**config.mk**
```make
export PLATFORM = sky130hd
export DESIGN_NAME = traffic_light_ctrl_flat
export DESIGN_NICKNAME = d
export VERILOG_FILES = /design/src/rtl/traffic_light_ctrl_if.sv /design/src/rtl/traffic_light_ctrl.sv /design/src/flat_wrapper.sv
export SDC_FILE = /design/constraint.sdc
export NUM_CORES = 1
export LEC_CHECK = 0
export BUFFER_PORTS_ARGS = -buffer_cell sky130_fd_sc_hd__clkbuf_2
export CAP_MARGIN = 25
export CORE_MARGIN = 2
export CORE_UTILIZATION = 35
export CTS_CLUSTER_DIAMETER = 100
export CTS_CLUSTER_SIZE = 20
export DETAILED_ROUTE_END_ITERATION = 10
export GPL_TIMING_DRIVEN = 0
export PLACE_DENSITY_LB_ADDON = 0.15
export SYNTH_ARGS = -nofsm -noshare
export SYNTH_HDL_FRONTEND = slang
export SYNTH_SLANG_ARGS = --single-unit
```
**constraint.sdc**
```tcl
create_clock -name fast_clock -period 3.8 [get_ports fast_clock]
set_input_delay 0.57 -clock fast_clock [delete_from_list [all_inputs] [get_ports fast_clock]]
set_output_delay 0.57 -clock fast_clock [all_outputs]
set_load 0.005 [all_outputs]
```
**src/rtl/traffic_light_ctrl_if.sv**
```systemverilog
// ----------------------------------------------------------------------------
// traffic_light_ctrl_if
//   Signal bundle between a two-way junction controller and its surroundings
//   (push button, side-road loop sensor, maintenance switch, lamp drivers).
//
//   Requests into the controller:
//     walk_button   pedestrian request, any-width pulse
//     side_sensor   side-road vehicle present (level, asynchronous)
//     flash_mode    maintenance request (level, asynchronous)
//   Lamps and status out of the controller:
//     main[2:0]     main-street lamps  (100 green, 010 yellow, 001 red, 000 dark)
//     side[2:0]     side-street lamps  (same encoding)
//     walk_light    pedestrian walk lamp
//     led_clock     toggles once per phase tick (debug LED)
//     walk_pending  walk request latched, not yet served
//
//   master: the junction side (buttons and sensors drive, lamps are read).
//   slave : the controller.
// ----------------------------------------------------------------------------
interface traffic_light_ctrl_if;
    logic       walk_button;
    logic       side_sensor;
    logic       flash_mode;
    logic [2:0] main;
    logic [2:0] side;
    logic       walk_light;
    logic       led_clock;
    logic       walk_pending;

    modport master (
        output walk_button, side_sensor, flash_mode,
        input  main, side, walk_light, led_clock, walk_pending
    );

    modport slave (
        input  walk_button, side_sensor, flash_mode,
        output main, side, walk_light, led_clock, walk_pending
    );
endinterface

```
**src/rtl/traffic_light_ctrl.sv**
```systemverilog
// ----------------------------------------------------------------------------
// traffic_light_ctrl
//   Two-way (main/side) junction controller with a pedestrian phase, a
//   side-sensor-driven green shortening/extension and a flashing-red
//   maintenance mode. A built-in prescaler turns fast_clock into one-cycle
//   phase ticks, so everything runs in the single fast_clock domain.
//
//   Ports
//     fast_clock  in   system clock
//     reset       in   asynchronous, active-high
//     bus         slave side of traffic_light_ctrl_if:
//                   walk_button, side_sensor, flash_mode in;
//                   main, side, walk_light, led_clock, walk_pending out
//
//   Phase cycle: ALL_RED -> MAIN_GRN -> MAIN_YEL -> [WALK] -> SIDE_GRN
//                -> SIDE_YEL -> MAIN_GRN ...
//   flash_mode forces FLASH from any phase; leaving FLASH always passes
//   through an ALLRED_T-tick all-red clearance. The all-red phase entered
//   from reset lasts only until the first tick: the prescaler interval
//   that precedes that tick is the clearance.
// ----------------------------------------------------------------------------
module traffic_light_ctrl #(
    parameter int unsigned TICK_DIV    = 50_000_000,
    parameter int unsigned TW          = 5,
    parameter int unsigned MAIN_GRN    = 9,
    parameter int unsigned MAIN_GRN_SH = 6,
    parameter int unsigned SIDE_GRN    = 6,
    parameter int unsigned SIDE_GRN_LG = 9,
    parameter int unsigned YEL         = 2,
    parameter int unsigned WALK_T      = 3,
    parameter int unsigned ALLRED_T    = 2
) (
    input  logic                fast_clock,
    input  logic                reset,
    traffic_light_ctrl_if.slave bus
);

    localparam int unsigned   PW         = $clog2(TICK_DIV);
    localparam logic [PW-1:0] PRESC_LAST = PW'(TICK_DIV - 1);

    // Timer value on which each phase ends (duration - 1).
    localparam logic [TW-1:0] MAIN_GRN_LAST    = TW'(MAIN_GRN - 1);
    localparam logic [TW-1:0] MAIN_GRN_SH_LAST = TW'(MAIN_GRN_SH - 1);
    localparam logic [TW-1:0] SIDE_GRN_LAST    = TW'(SIDE_GRN - 1);
    localparam logic [TW-1:0] SIDE_GRN_LG_LAST = TW'(SIDE_GRN_LG - 1);
    localparam logic [TW-1:0] YEL_LAST         = TW'(YEL - 1);
    localparam logic [TW-1:0] WALK_LAST        = TW'(WALK_T - 1);
    localparam logic [TW-1:0] ALLRED_LAST      = TW'(ALLRED_T - 1);

    localparam logic [2:0] LAMP_GRN  = 3'b100;
    localparam logic [2:0] LAMP_YEL  = 3'b010;
    localparam logic [2:0] LAMP_RED  = 3'b001;
    localparam logic [2:0] LAMP_DARK = 3'b000;

    typedef enum logic [2:0] {
        ST_ALL_RED,
        ST_MAIN_GRN,
        ST_MAIN_YEL,
        ST_WALK,
        ST_SIDE_GRN,
        ST_SIDE_YEL,
        ST_FLASH
    } state_e;

    state_e        state_q, state_d;
    logic [TW-1:0] timer_q, timer_d;
    logic [PW-1:0] presc_q, presc_d;
    logic          tick;
    logic          led_q;
    logic          walk_req_q, walk_req_d;
    logic          walk_exit;
    logic          long_clear_q, long_clear_d;
    logic [1:0]    sensor_meta_q, flash_meta_q;
    logic          sensor_sync, flash_sync;
    logic [TW-1:0] phase_last;
    logic [2:0]    main_q, main_d;
    logic [2:0]    side_q, side_d;
    logic          walk_q, walk_d;

    // Lamp pattern for a phase. In FLASH the timer counts ticks since entry,
    // so its LSB selects red on even ticks and dark on odd ones.
    function automatic logic [6:0] decode_lamps(state_e st, logic odd_tick);
        logic [2:0] m;
        logic [2:0] s;
        logic       w;
        m = LAMP_RED;
        s = LAMP_RED;
        w = 1'b0;
        case (st)
            ST_MAIN_GRN: m = LAMP_GRN;
            ST_MAIN_YEL: m = LAMP_YEL;
            ST_WALK:     w = 1'b1;
            ST_SIDE_GRN: s = LAMP_GRN;
            ST_SIDE_YEL: s = LAMP_YEL;
            ST_FLASH: begin
                m = odd_tick ? LAMP_DARK : LAMP_RED;
                s = m;
            end
            default: ;
        endcase
        return {m, s, w};
    endfunction

    assign sensor_sync = sensor_meta_q[1];
    assign flash_sync  = flash_meta_q[1];

    assign tick    = (presc_q == PRESC_LAST);
    assign presc_d = tick ? '0 : presc_q + 1'b1;

    // Duration of the current phase, evaluated on every tick so that a
    // request arriving late in a green phase shortens it right away: once the
    // timer is already past the shorter limit, the >= compare below exits on
    // the very next tick.
    always_comb begin
        phase_last = '0;
        case (state_q)
            ST_ALL_RED:  phase_last = long_clear_q ? ALLRED_LAST : '0;
            ST_MAIN_GRN: phase_last = (walk_req_q || sensor_sync) ? MAIN_GRN_SH_LAST
                                                                  : MAIN_GRN_LAST;
            ST_MAIN_YEL: phase_last = YEL_LAST;
            ST_WALK:     phase_last = WALK_LAST;
            ST_SIDE_GRN: phase_last = sensor_sync ? SIDE_GRN_LG_LAST : SIDE_GRN_LAST;
            ST_SIDE_YEL: phase_last = YEL_LAST;
            default:     phase_last = '0;
        endcase
    end

    always_comb begin
        // NOTE: every signal written here gets a default first, so no path
        // leaves it unassigned and no latch is inferred.
        state_d      = state_q;
        timer_d      = timer_q;
        long_clear_d = long_clear_q;
        if (tick) begin
            if (flash_sync && (state_q != ST_FLASH)) begin
                state_d = ST_FLASH;
                timer_d = '0;
            end else if (state_q == ST_FLASH) begin
                if (flash_sync) begin
                    timer_d = timer_q + 1'b1;
                end else begin
                    state_d      = ST_ALL_RED;
                    timer_d      = '0;
                    long_clear_d = 1'b1;
                end
            end else if (timer_q >= phase_last) begin
                timer_d = '0;
                case (state_q)
                    ST_ALL_RED: begin
                        state_d      = ST_MAIN_GRN;
                        long_clear_d = 1'b0;
                    end
                    ST_MAIN_GRN: state_d = ST_MAIN_YEL;
                    ST_MAIN_YEL: state_d = walk_req_q ? ST_WALK : ST_SIDE_GRN;
                    ST_WALK:     state_d = ST_SIDE_GRN;
                    ST_SIDE_GRN: state_d = ST_SIDE_YEL;
                    ST_SIDE_YEL: state_d = ST_MAIN_GRN;
                    default:     state_d = ST_ALL_RED;
                endcase
            end else begin
                timer_d = timer_q + 1'b1;
            end
        end
    end

    // Only a normal WALK -> SIDE_GRN exit serves the request; being pulled
    // into FLASH keeps it pending for after recovery.
    assign walk_exit = tick && (state_q == ST_WALK) && (state_d == ST_SIDE_GRN);

    always_comb begin
        walk_req_d = walk_req_q;
        if (walk_exit) begin
            walk_req_d = 1'b0;
        end else if (bus.walk_button && (state_q != ST_WALK)) begin
            walk_req_d = 1'b1;
        end
    end

    // Lamps are registered from the next state so they switch on the same
    // edge as the state itself.
    always_comb begin
        {main_d, side_d, walk_d} = decode_lamps(state_d, timer_d[0]);
    end

    always_ff @(posedge fast_clock or posedge reset) begin
        if (reset) begin
            presc_q       <= '0;
            led_q         <= 1'b0;
            sensor_meta_q <= '0;
            flash_meta_q  <= '0;
            state_q       <= ST_ALL_RED;
            timer_q       <= '0;
            walk_req_q    <= 1'b0;
            long_clear_q  <= 1'b0;
            main_q        <= LAMP_RED;
            side_q        <= LAMP_RED;
            walk_q        <= 1'b0;
        end else begin
            // NOTE: non-blocking assignments, so every register here samples
            // the values from before this edge regardless of statement order.
            presc_q       <= presc_d;
            led_q         <= led_q ^ tick;
            sensor_meta_q <= {sensor_meta_q[0], bus.side_sensor};
            flash_meta_q  <= {flash_meta_q[0], bus.flash_mode};
            state_q       <= state_d;
            timer_q       <= timer_d;
            walk_req_q    <= walk_req_d;
            long_clear_q  <= long_clear_d;
            main_q        <= main_d;
            side_q        <= side_d;
            walk_q        <= walk_d;
        end
    end

    assign bus.main         = main_q;
    assign bus.side         = side_q;
    assign bus.walk_light   = walk_q;
    assign bus.led_clock    = led_q;
    assign bus.walk_pending = walk_req_q;

endmodule

```
**src/flat_wrapper.sv**
```systemverilog
// flat-port wrapper written by rule: the top's interface ports become plain ports
module traffic_light_ctrl_flat 
#(
    parameter int unsigned TICK_DIV    = 50_000_000,
    parameter int unsigned TW          = 5,
    parameter int unsigned MAIN_GRN    = 9,
    parameter int unsigned MAIN_GRN_SH = 6,
    parameter int unsigned SIDE_GRN    = 6,
    parameter int unsigned SIDE_GRN_LG = 9,
    parameter int unsigned YEL         = 2,
    parameter int unsigned WALK_T      = 3,
    parameter int unsigned ALLRED_T    = 2
)
  (fast_clock, reset, bus_walk_button, bus_side_sensor, bus_flash_mode, bus_main, bus_side, bus_walk_light, bus_led_clock, bus_walk_pending);
  traffic_light_ctrl_if bus_i ();
  input  logic fast_clock;
  input  logic reset;
  input wire logic [$bits(bus_i.walk_button)-1:0] bus_walk_button;
  input wire logic [$bits(bus_i.side_sensor)-1:0] bus_side_sensor;
  input wire logic [$bits(bus_i.flash_mode)-1:0] bus_flash_mode;
  output wire logic [$bits(bus_i.main)-1:0] bus_main;
  output wire logic [$bits(bus_i.side)-1:0] bus_side;
  output wire logic [$bits(bus_i.walk_light)-1:0] bus_walk_light;
  output wire logic [$bits(bus_i.led_clock)-1:0] bus_led_clock;
  output wire logic [$bits(bus_i.walk_pending)-1:0] bus_walk_pending;
  assign bus_i.walk_button = bus_walk_button;
  assign bus_i.side_sensor = bus_side_sensor;
  assign bus_i.flash_mode = bus_flash_mode;
  assign bus_main = bus_i.main;
  assign bus_side = bus_i.side;
  assign bus_walk_light = bus_i.walk_light;
  assign bus_led_clock = bus_i.led_clock;
  assign bus_walk_pending = bus_i.walk_pending;
  traffic_light_ctrl #(.TICK_DIV(TICK_DIV), .TW(TW), .MAIN_GRN(MAIN_GRN), .MAIN_GRN_SH(MAIN_GRN_SH), .SIDE_GRN(SIDE_GRN), .SIDE_GRN_LG(SIDE_GRN_LG), .YEL(YEL), .WALK_T(WALK_T), .ALLRED_T(ALLRED_T)) u_core (.fast_clock(fast_clock), .reset(reset), .bus(bus_i));
endmodule
```
==> metrics, run 1 <==
Avg Cell Area, Syn=approximately 9.9 um2; highest clock rate=between 300 and 400 MHz; die area=0.00752 mm2; PwrDens=355 mW/mm2; ANT nets after route=0; worst vdd ir=0.000143 V; drt initial violations=76; FP Rows=30; dpl cell area=about 0.0026 mm2; clk sinks=48; Mapped Area=0.00240 mm2; final instance area=0.00271 mm2; Synth Register Bits=48; CP endpoint kind=flip-flop; Compound-Gate Fraction of Synth Area=11.4%; max cap viols=0; outcome=finished clean; CTS Buf Count=5; Critical Path RT=4.03 ns; Via Count=1,704; clock buffer depth=2; Static Leak=around 0.0012 uW; antenna diode count=0; global-route wire length before repair=8070 um; Post-Synth Adder-Cell Area=3.13%; DR pass1 iterations=4; Routed WL=4660 um; Slew Limit Fails=0; CP Max Fanout=10; Initial Util=35.7%; clk_skew=between 0.01 and 0.015 ns; min Tclk post-route=3.06 ns; post-CTS setup buffers=0; share of layout cells above drive strength 1=~15%; register area=0.00120 mm2; vias in the first global route=1,639; H-tree depth=2; DP Wirelength=around 3300 um; I/O pin cnt=14; initial antenna violation count=0; Hold-fix buffers, CTS=0; # DRC=0; final net count=275; Final Cycle Share=slightly above 80%; Synth warnings=0; Max-slew headroom=63.7%; Critical Path Start Type=flip-flop; final core occ=40.4%; Setup-failing EPs final=0; All-Layer GR Usage=between 10% and 20%; die height=86.7 um; CORE AREA=0.00672 mm2; largest net degree at the start of global routing=29; area delta synth->final=13.3%; Horiz. Die Dim=86.7 um; syn_nets=254; cts repair resizes=0; total power=approximately 960 uW; DR vias/cell=4.94; CP Class=flip-flop to flip-flop; Post-Syn Instances=243; GRT overflow=0; Hold WS=0.252 ns; final hold violations=0; Netlist cell types=40; clock latency on the worst-skew pair=around 0.3 ns; GPL Wtd Cong=0.768; Worst Path Arrival=3.28 ns; I/O Buffers=13; Reg clk slew, reported paths=0.09 ns; Multi-input gate area=0.00113 mm2; Fin Setup TNS=0 ns; worst-margin pin slew=0.540 ns; wire per inst=13.5 um; R2R Setup Slk=between 0.7 and 0.8 ns; mux share of post-synthesis cell area=0%; sequential fraction of the synthesis area=50.2%; Fillers=679; combinational family with the most area after synthesis=simple AND/OR/NAND/NOR gates; worst min path class=input port to asynchronous set/reset pin; CTS tree=done; RSZ-0062 raised after global routing=no; XOR/XNOR Fraction of Synth Area=8.77%; root buffer cell=clkbuf_8; Synth Area in Simple Gates=23.7%
[cell usage in the layout (no fill, tap or decap), types with 3 or more instances in the layout]
cell       n
a21oi_1   12
a31oi_1    4
and2_1     4
and3_1     6
and4_1     3
buf_1      3
clkbuf_1   3
clkbuf_2  13
clkbuf_8   5
dfrtp_1   46
ha_1       6
inv_1      7
nand2_1   20
nand2b_1   3
nand3_1   12
nand4_1    5
nor2_1    31
nor2b_1    8
o21ai_0    9
o21ai_1    8
o21ai_2    3
xnor2_1    8
xor2_1    16
[kinds of logic (layout without fill, tap and decap cells)]
family | Yosys count | count (layout)
XOR/XNOR | 24 | 24
AND/OR/NAND/NOR | 107 | 107
flip-flops | 48 | 48
AO/OA/AOI/OAI | 43 | 43
adder cells (fa/ha/maj) | 6 | 6
buffers and inverters | 15 | 37
[report_power, final]
| group | internal (uW) | switching (uW) |
|---|---|---|
| Clock | 263 | 169 |
| Sequential | 513 | 2.09 |
| Combinational | 4.22 | 11.9 |
[synth_stat cells (all sizes together)]
master | number | area share, %
and4bb | 2 | 1.0
nand2 | 21 | 3.4
nor3b | 1 | 0.31
and2 | 4 | 1.0
or2 | 2 | 0.52
dfrtp | 46 | 48
a21oi | 14 | 3.6
nor4 | 4 | 1.6
nor2 | 31 | 4.9
and3 | 6 | 1.6
or4 | 1 | 0.47
nand3 | 13 | 2.9
nor3 | 2 | 0.42
or3 | 1 | 0.26
xnor2 | 8 | 2.9
o211ai | 1 | 0.31
nand2b | 3 | 0.78
nor2b | 8 | 2.1
ha | 6 | 3.1
o21a | 1 | 0.63
nand4 | 5 | 1.3
a31oi | 4 | 1.0
xor2 | 16 | 5.8
a22oi | 2 | 0.63
buf | 4 | 0.94
inv | 9 | 1.5
o2bb2ai | 1 | 0.63
clkbuf | 2 | 0.31
o21ai | 20 | 4.6
and4 | 3 | 1.1
dfstp | 2 | 2.2
[state kept, by name, summed over array words and instances, names as in the netlist, 2 cells and up]
signal / cells
u_core.sensor_meta_q: 2
u_core.timer_q: 5
u_core.state_q: 3
u_core.bus.side: 3
u_core.bus.main: 3
u_core.flash_meta_q: 2
u_core.presc_q: 26
[final timing paths]
check / start / to / cells past startpoint
worst min register to register: u_core.sensor_meta_q[0] / u_core.sensor_meta_q[1] / 0
max in group asynchronous: reset / u_core.bus.main[0] / 3
min in group fast_clock: u_core.sensor_meta_q[0] / u_core.sensor_meta_q[1] / 0
worst max-delay path: u_core.state_q[0] / u_core.bus.main[0] / 13
worst min-delay path: reset / u_core.sensor_meta_q[0] / 2
worst max register to register: u_core.state_q[0] / u_core.bus.main[0] / 13
[metal layers]
| layer | routed length (um) | global-route usage (%) | vias up |
|---|---|---|---|
| li1 | - | - | 870 |
| met1 | 2370 | 19.5 | 817 |
| met2 | 2120 | 20.8 | 11 |
| met3 | 97 | 3.14 | 6 |
| met4 | 67 | 4.26 | 0 |
| met5 | 0 | 0 | - |
[metrics by stage]
step / setup slack [ns] / cells
after floorplan: 1.12 / 243
after global placement: 0.712 / 336
after detailed placement: 0.733 / 337
after CTS: 0.693 / 345
after global routing: 0.432 / 345
final: 0.743 / 345
[worst max-delay path: stages, from the launching register on]
cell,delay [ns]
dfrtp_1,0.38
buf_1,0.37
inv_1,0.11
nor4_1,0.29
a21oi_1,0.06
or2_2,0.28
ha_1,0.26
o21ai_0,0.07
nand2_1,0.13
nand2_1,0.12
a21oi_1,0.43
o21ai_2,0.16
nand2b_1,0.16
a22oi_1,0.15
[area by class of cell]
| class | instances | area share, % |
|---|---|---|
| Clock buffer | 6 | 2.67 |
| Multi-Input combinational cell | 180 | 41.5 |
| Sequential cell | 48 | 44.4 |
| Inverter | 9 | 1.34 |
| Clock inverter | 2 | 2.21 |
| Buffer | 6 | 1.11 |
| Timing Repair Buffer | 14 | 3.14 |
| Tap cell | 80 | 3.69 |
Note: power is estimated with default switching activity, not from simulation.
==> run 2: changes to the inputs <==
Settings changed: ABC_AREA set to 1.
Clock period 3.8 ns to 3.15 ns, I/O delays scaled along.
==> run 2 against run 1 <==
Against the previous run:
- combinational power grew 17%
- worst setup slack lost 0.096 ns
- global-route usage grew 0.65 points
- wire length grew 20%
- first-iteration DRC count grew 80%
- die area grew 11%
- worst hold slack lost 0.15 ns
==> metrics, run 2 <==
Synth Register Bits=48; worst reg2reg endpoint=u_core.bus.walk_pending; All-Layer GR Usage=14.4%; PwrDens=around 370 mW/mm2; antenna diode count=0; slowest CP cell=dfrtp_1; max FFs per register=26; H-tree depth=2; EDFF count, synth=0; Synth warnings=0; CP endpoint kind=flip-flop; # DRC=0; Horiz. Die Dim=91.2 um; drt initial violations=approximately 140; met3 Track Usage GR=2.57%; dominant cell type by area after synthesis=dfrtp_1; final hold violations=0; I/O Buffers=13; RSZ-0062 raised after global routing=no; Post-synth top flop=dfrtp_1; syn_nets=between 300 and 400; Netlist cell types=29; die height=91.2 um; worst reg2reg path startpoint=u_core.state_q[2]; gr busiest metal=met1; Final Cycle Share=79.4%; clock buffer depth=2; Avg Cell Area, Syn=7.74 um2; area delta synth->final=12.2%; DR pass1 iterations=4; R2R Setup Slk=0.65 ns; most used cell, CP=nand3_1; Post-Syn Instances=344; Synth top area share=a little over two fifths; final net count=376; GPL Wtd Cong=just over 0.8; commonest non-fill, non-tap cell in the layout=nand2_1; CTS tree=done; Largest regs=u_core.presc_q (26), u_core.timer_q (5); Setup-failing EPs final=0; routing usage on met1=21.7%; share of layout cells above drive strength 1=13.7%; Critical Path RT=3.35 ns; max incr delay on CP=around 0.48 ns; root buffer cell=clkbuf_8; GRT met2 Usage=21.3%; clock latency on the worst-skew pair=slightly above 0.3 ns; Hold WS=0.101 ns; Initial Util=36.5%; DR vias/cell=roughly 4.7; initial antenna violation count=0; global-route wire length before repair=9630 um; Hold-fix buffers, CTS=0; commonest cells in the netlist=70 x nand2_1, 53 x inv_1, 50 x nor2_1; critical-path cell list=inv_1 -> nand3_1 -> a21oi_1 -> a31oi_1 -> nand4_1 -> ha_1 -> inv_1 -> nand2_1 -> nand3_1 -> nand3_1 -> nand3_1 -> nand2_1 -> nand3_2 -> nor2_2 -> a21oi_1; cts repair resizes=0; CP Class=flip-flop to flip-flop; CTS Buf Count=5; DP Wirelength=4320 um; Mapped Area=about 0.0027 mm2; worst min path class=input port to asynchronous set/reset pin; Critical Path Start Type=flip-flop; largest net degree at the start of global routing=34; min Tclk post-route=about 2.5 ns; Static Leak=0.00154 uW; post-CTS setup buffers=0; Fin Setup TNS=0 ns; ANT nets after route=0; Via Count=2,188; vias in the first global route=2,004; sequential fraction of the synthesis area=45.2%; die area=between 0.008 and 0.009 mm2; I/O pin cnt=14; clk_skew=0.00794 ns; FP Rows=31; wire per inst=12.0 um; outcome=finished clean; Max-slew headroom=67.7%; clk sinks=48; largest cells by area after synthesis=dfrtp_1 43%, nand2_1 9.9%, inv_1 7.5%; most frequent cells in the layout=70 x nand2_1, 52 x inv_1, 50 x nor2_1, 46 x dfrtp_1, 24 x nand3_1; CP Max Fanout=7; worst-margin pin slew=just under 0.5 ns; worst reg2reg path depth=15; Synth async-reset ratio=100%; Routed WL=between 5000 and 6000 um; max cap viols=0; Worst Path Arrival=2.70 ns; highest clock rate=400 MHz; count leader, synth=nand2_1; worst vdd ir=0.000174 V; CORE AREA=0.00729 mm2; GRT overflow=0; most flop-heavy register=u_core.presc_q; Reg clk slew, reported paths=0.10 ns; Slew Limit Fails=0
run 2: changes by cell type after synthesis, moves of 7 or more:
cell / change
xnor2_1: -7
nand2_1: +50
inv_1: +45
nor2_1: +19
nand3_1: +12
nor2_2: +7
nor2b_1: -8
run 2: power by group:
group          internal, uW  switching [uW]  leakage [uW]  total, uW
logic                  5.13            13.7      0.000853       18.9
clock network           239             224     0.0000548        464
registers               618            1.40      0.000635        620
total                   863             240       0.00154       1100
run 2: through the flow:
stage / utilization (%) / setup slack [ns] / power, uW / area (um2) / std cells
after floorplan: - / 1.08 / 642 / 2660 / 344
after CTS: 41.0 / 0.599 / 1120 / 2990 / 465
after detailed placement: 39.4 / 0.638 / 652 / 2870 / 457
after global routing: 41.0 / 0.269 / 1140 / 2990 / 465
final: 41.0 / 0.648 / 1100 / 2990 / 465
after global placement: 39.1 / 0.668 / 649 / 2850 / 456
run 2: cell families (layout without fill, tap and decap cells):
group / after synthesis / count (layout) / synth area share (%)
xor+xnor: 12 / 12 / 3.95
buf+inv: 59 / 81 / 8.60
simple gates: 186 / 186 / 32.6
flops: 48 / 48 / 45.2
fa+ha+maj: 6 / 6 / 2.82
compound gates: 33 / 33 / 6.81
run 2: cell type report:
cell class | count | area [um2]
fill | 787 | 4310
multi-input combinational | 237 | 1230
sequential | 48 | 1200
inverter | 58 | 218
tap | 99 | 124
timing repair buffer | 14 | 85.1
clock buffer | 5 | 68.8
clock inverter | 3 | 46.3
buffer | 1 | 11.3
run 2: worst max-delay path: cells and delay by family, from the launching register on:
kind | cells | cell delay [ns]
and+or+nand+nor | 9 | 1.09
DFF | 1 | 0.48
AOI/OAI and AO/OA | 3 | 0.35
adders and majority gates | 1 | 0.29
buffers and inverters | 2 | 0.17
run 2: worst max path at each step:
| stage | startpoint | to | slack [ns] | cells after the start |
|---|---|---|---|---|
| floorplan | u_core.state_q[2] | u_core.bus.walk_pending | 1.08 | 15 |
| global placement | u_core.state_q[2] | u_core.bus.walk_pending | 0.67 | 15 |
| detailed placement | u_core.state_q[2] | u_core.bus.walk_pending | 0.64 | 15 |
| CTS | u_core.state_q[2] | u_core.bus.walk_pending | 0.60 | 15 |
| global route | u_core.state_q[2] | u_core.bus.main[0] | 0.27 | 17 |
| finish | u_core.state_q[2] | u_core.bus.walk_pending | 0.65 | 15 |
run 2: layer usage:
metal	wire, um	up-vias	share of wire, %
li1	-	1143	-
met1	2910	1002	52
met2	2390	36	43
met3	211	7	3.8
met4	65	0	1.2
met5	0	-	0
==> run 3: changes to the inputs <==
Clock period 3.15 ns to 2.5 ns, I/O delays scaled along.
==> run 3 against run 2 <==
Against the previous run:
- design area is 2.8% higher
- register-to-register slack worse by 0.45 ns
- combinational power grew 28%
- critical endpoint unchanged
- sequential cell count unchanged
- highest routed layer unchanged
- critical path depth is the same
- worst setup slack worse by 0.45 ns
- largest power group unchanged
- first-iteration DRC count down 8.8%
- utilization is 1.2 points higher
- non-clock buffer count increased by 5
- total power grew 26%
- clock power grew 26%
- worst hold slack got worse by 0.098 ns
==> metrics, run 3 (synthesis results as in run 2) <==
max FFs per register=26; Horiz. Die Dim=91.2 um; I/O Buffers=13; largest net degree at the start of global routing=34; Final Cycle Share=92.2%; CTS tree=done; met1 wire length=~3000 um; Initial Util=36.5%; total power=1390 uW; DR vias/cell=4.71; commonest non-fill, non-tap cell in the layout=nand2_1; min Tclk post-route=2.30 ns; worst reg2reg endpoint=u_core.bus.walk_pending; Max-slew headroom=67.6%; CP top delay family=simple AND/OR/NAND/NOR gates; most flop-heavy register=u_core.presc_q; ANT nets after route=0; Largest regs=u_core.presc_q (26), u_core.timer_q (5); Psw=303 uW; DP Wirelength=4320 um; Fin Setup TNS=0 ns; PwrDens=452 mW/mm2; CP Max Fanout=6; WL met3=184 um; outcome=finished clean; area delta synth->final=15.4%; worst reg2reg path startpoint=u_core.state_q[1]; final instance area=0.00307 mm2; final hold violations=0; All-Layer GR Usage=14.4%; Int Power=1090 uW; metal2 WL=2510 um; slowest CP cell=dfrtp_2; clock buffer depth=2; worst reg2reg path depth=15; critical-path cell list=inv_1 -> nand3_2 -> a21oi_1 -> a31oi_2 -> nand4_1 -> ha_1 -> inv_1 -> nand2_1 -> nand3_1 -> nand3_2 -> nand3_2 -> nand2_2 -> nand3_2 -> nor2_2 -> a21oi_1; Buffers & Inverters on Critical Path=2; Routed WL=around 5700 um; Multi-input gate area=0.00127 mm2; Fillers=785; Worst Path Arrival=between 2 and 3 ns; most frequent cells in the layout=68 x nand2_1, 52 x inv_1, 47 x nor2_1, 43 x dfrtp_1, 21 x nand3_1; FP Rows=31; max incr delay on CP=0.45 ns; GRT overflow=0; crit path launch=u_core.state_q[1]; DR pass1 iterations=4; initial antenna violation count=0; Comb power frac=1.7%; Seq pwr share=a little under three fifths; H-tree depth=2; drt initial violations=125; clk_skew=approximately 0.008 ns; share of layout cells above drive strength 1=a little under a fifth; switch share=between 20% and 30%; Slew Limit Fails=0; final core occ=42.1%; antenna diode count=0; highest clock rate=about 430 MHz; vias in the first global route=2,004; global-route wire length before repair=9630 um; GPL Wtd Cong=0.829; clock latency on the worst-skew pair=0.31 ns; register area=0.00121 mm2; CTS Buf Count=5; CP endpoint kind=flip-flop; Setup-failing EPs final=0; CORE AREA=approximately 0.0073 mm2; Static Leak=0.00157 uW; Clk pwr share=42.1%; # DRC=0; worst min path class=input port to asynchronous set/reset pin; root buffer cell=clkbuf_8; Via Count=2,213; die height=91.2 um; end of the critical path=u_core.bus.walk_pending; max cap viols=0; final net count=roughly 380; worst vdd ir=0.000219 V; CP Class=flip-flop to flip-flop; I/O pin cnt=14; R2R Setup Slk=0.20 ns; dpl cell area=about 0.0029 mm2; Highest Signal Layer=met4; cell count along the critical path=15; Reg clk slew, reported paths=0.10 ns; Critical Path RT=2.70 ns; worst-margin pin slew=0.482 ns; clk sinks=48; die area=roughly 0.0083 mm2; most used cell, CP=nand3_2; Critical Path Start Type=flip-flop; wire per inst=12.2 um
## run 3: cell types whose count changed in the layout (fill, tap and decap cells not counted), sizes merged
| cell | before | now |
|---|---|---|
| buf | 2 | 7 |
## run 3: how the worst min path moves through the flow
stage                                         end  slack, ns  cells past startpoint
after global placement    u_core.sensor_meta_q[1]       0.33                      0
after global routing        u_core.bus.walk_light       0.04                      2
after floorplan            u_core.flash_meta_q[1]       0.33                      0
after detailed placement  u_core.sensor_meta_q[1]       0.33                      0
final                       u_core.bus.walk_light      0.003                      2
after CTS                 u_core.bus.walk_pending       0.02                      2
## run 3: metrics by stage
stage	hold slack [ns]	setup slack, ns	std cells
2_1_floorplan	0.331	0.431	344
3_3_place_gp	0.333	0.0183	456
3_5_place_dp	0.335	-0.0124	457
4_1_cts	0.0172	0.0193	465
5_1_grt	0.0433	-0.0285	470
6_report	0.00350	0.196	470
## run 3: layout make-up
| class | instances | area share, % |
|---|---|---|
| flip-flops and latches | 48 | 39.3 |
| well taps | 99 | 4.03 |
| inverters | 58 | 7.09 |
| plain buffers | 1 | 0.367 |
| clock inverters | 3 | 1.51 |
| clock buffers | 5 | 2.24 |
| repair buffers | 19 | 3.99 |
| multi-input cells | 237 | 41.5 |
## run 3: per-layer routing
| layer | vias up | GRT usage, % |
|---|---|---|
| li1 | 1150 | - |
| met1 | 1025 | 21.7 |
| met5 | - | 0 |
| met3 | 5 | 2.57 |
| met4 | 0 | 3.54 |
| met2 | 33 | 21.3 |
## run 3: repair_timing
item                                    CTS  global route
hold buffers                              0             0
cloned                                    0             0
buffers inserted                          0             5
endpoints found under the setup margin    2            15
pin swaps                                 0             4
gates resized for setup                   1            13
## run 3: worst reg2reg max path, stage by stage (launching register included)
cell,delay (ns)
dfrtp_2,0.45
inv_1,0.11
nand3_2,0.09
a21oi_1,0.06
a31oi_2,0.21
nand4_1,0.13
ha_1,0.29
inv_1,0.03
nand2_1,0.04
nand3_1,0.12
nand3_2,0.12
nand3_2,0.09
nand2_2,0.08
nand3_2,0.13
nor2_2,0.16
a21oi_1,0.07
## run 3: power by group through the flow
stage                     Clock (uW)  Sequential (uW)  Combinational (uW)
after floorplan                    0              796                13.4
after global placement             0              796                21.6
after CTS                        606              781                25.8
after detailed placement           0              796                25.9
after global routing             629              782                29.4
final                            585              781                24.2
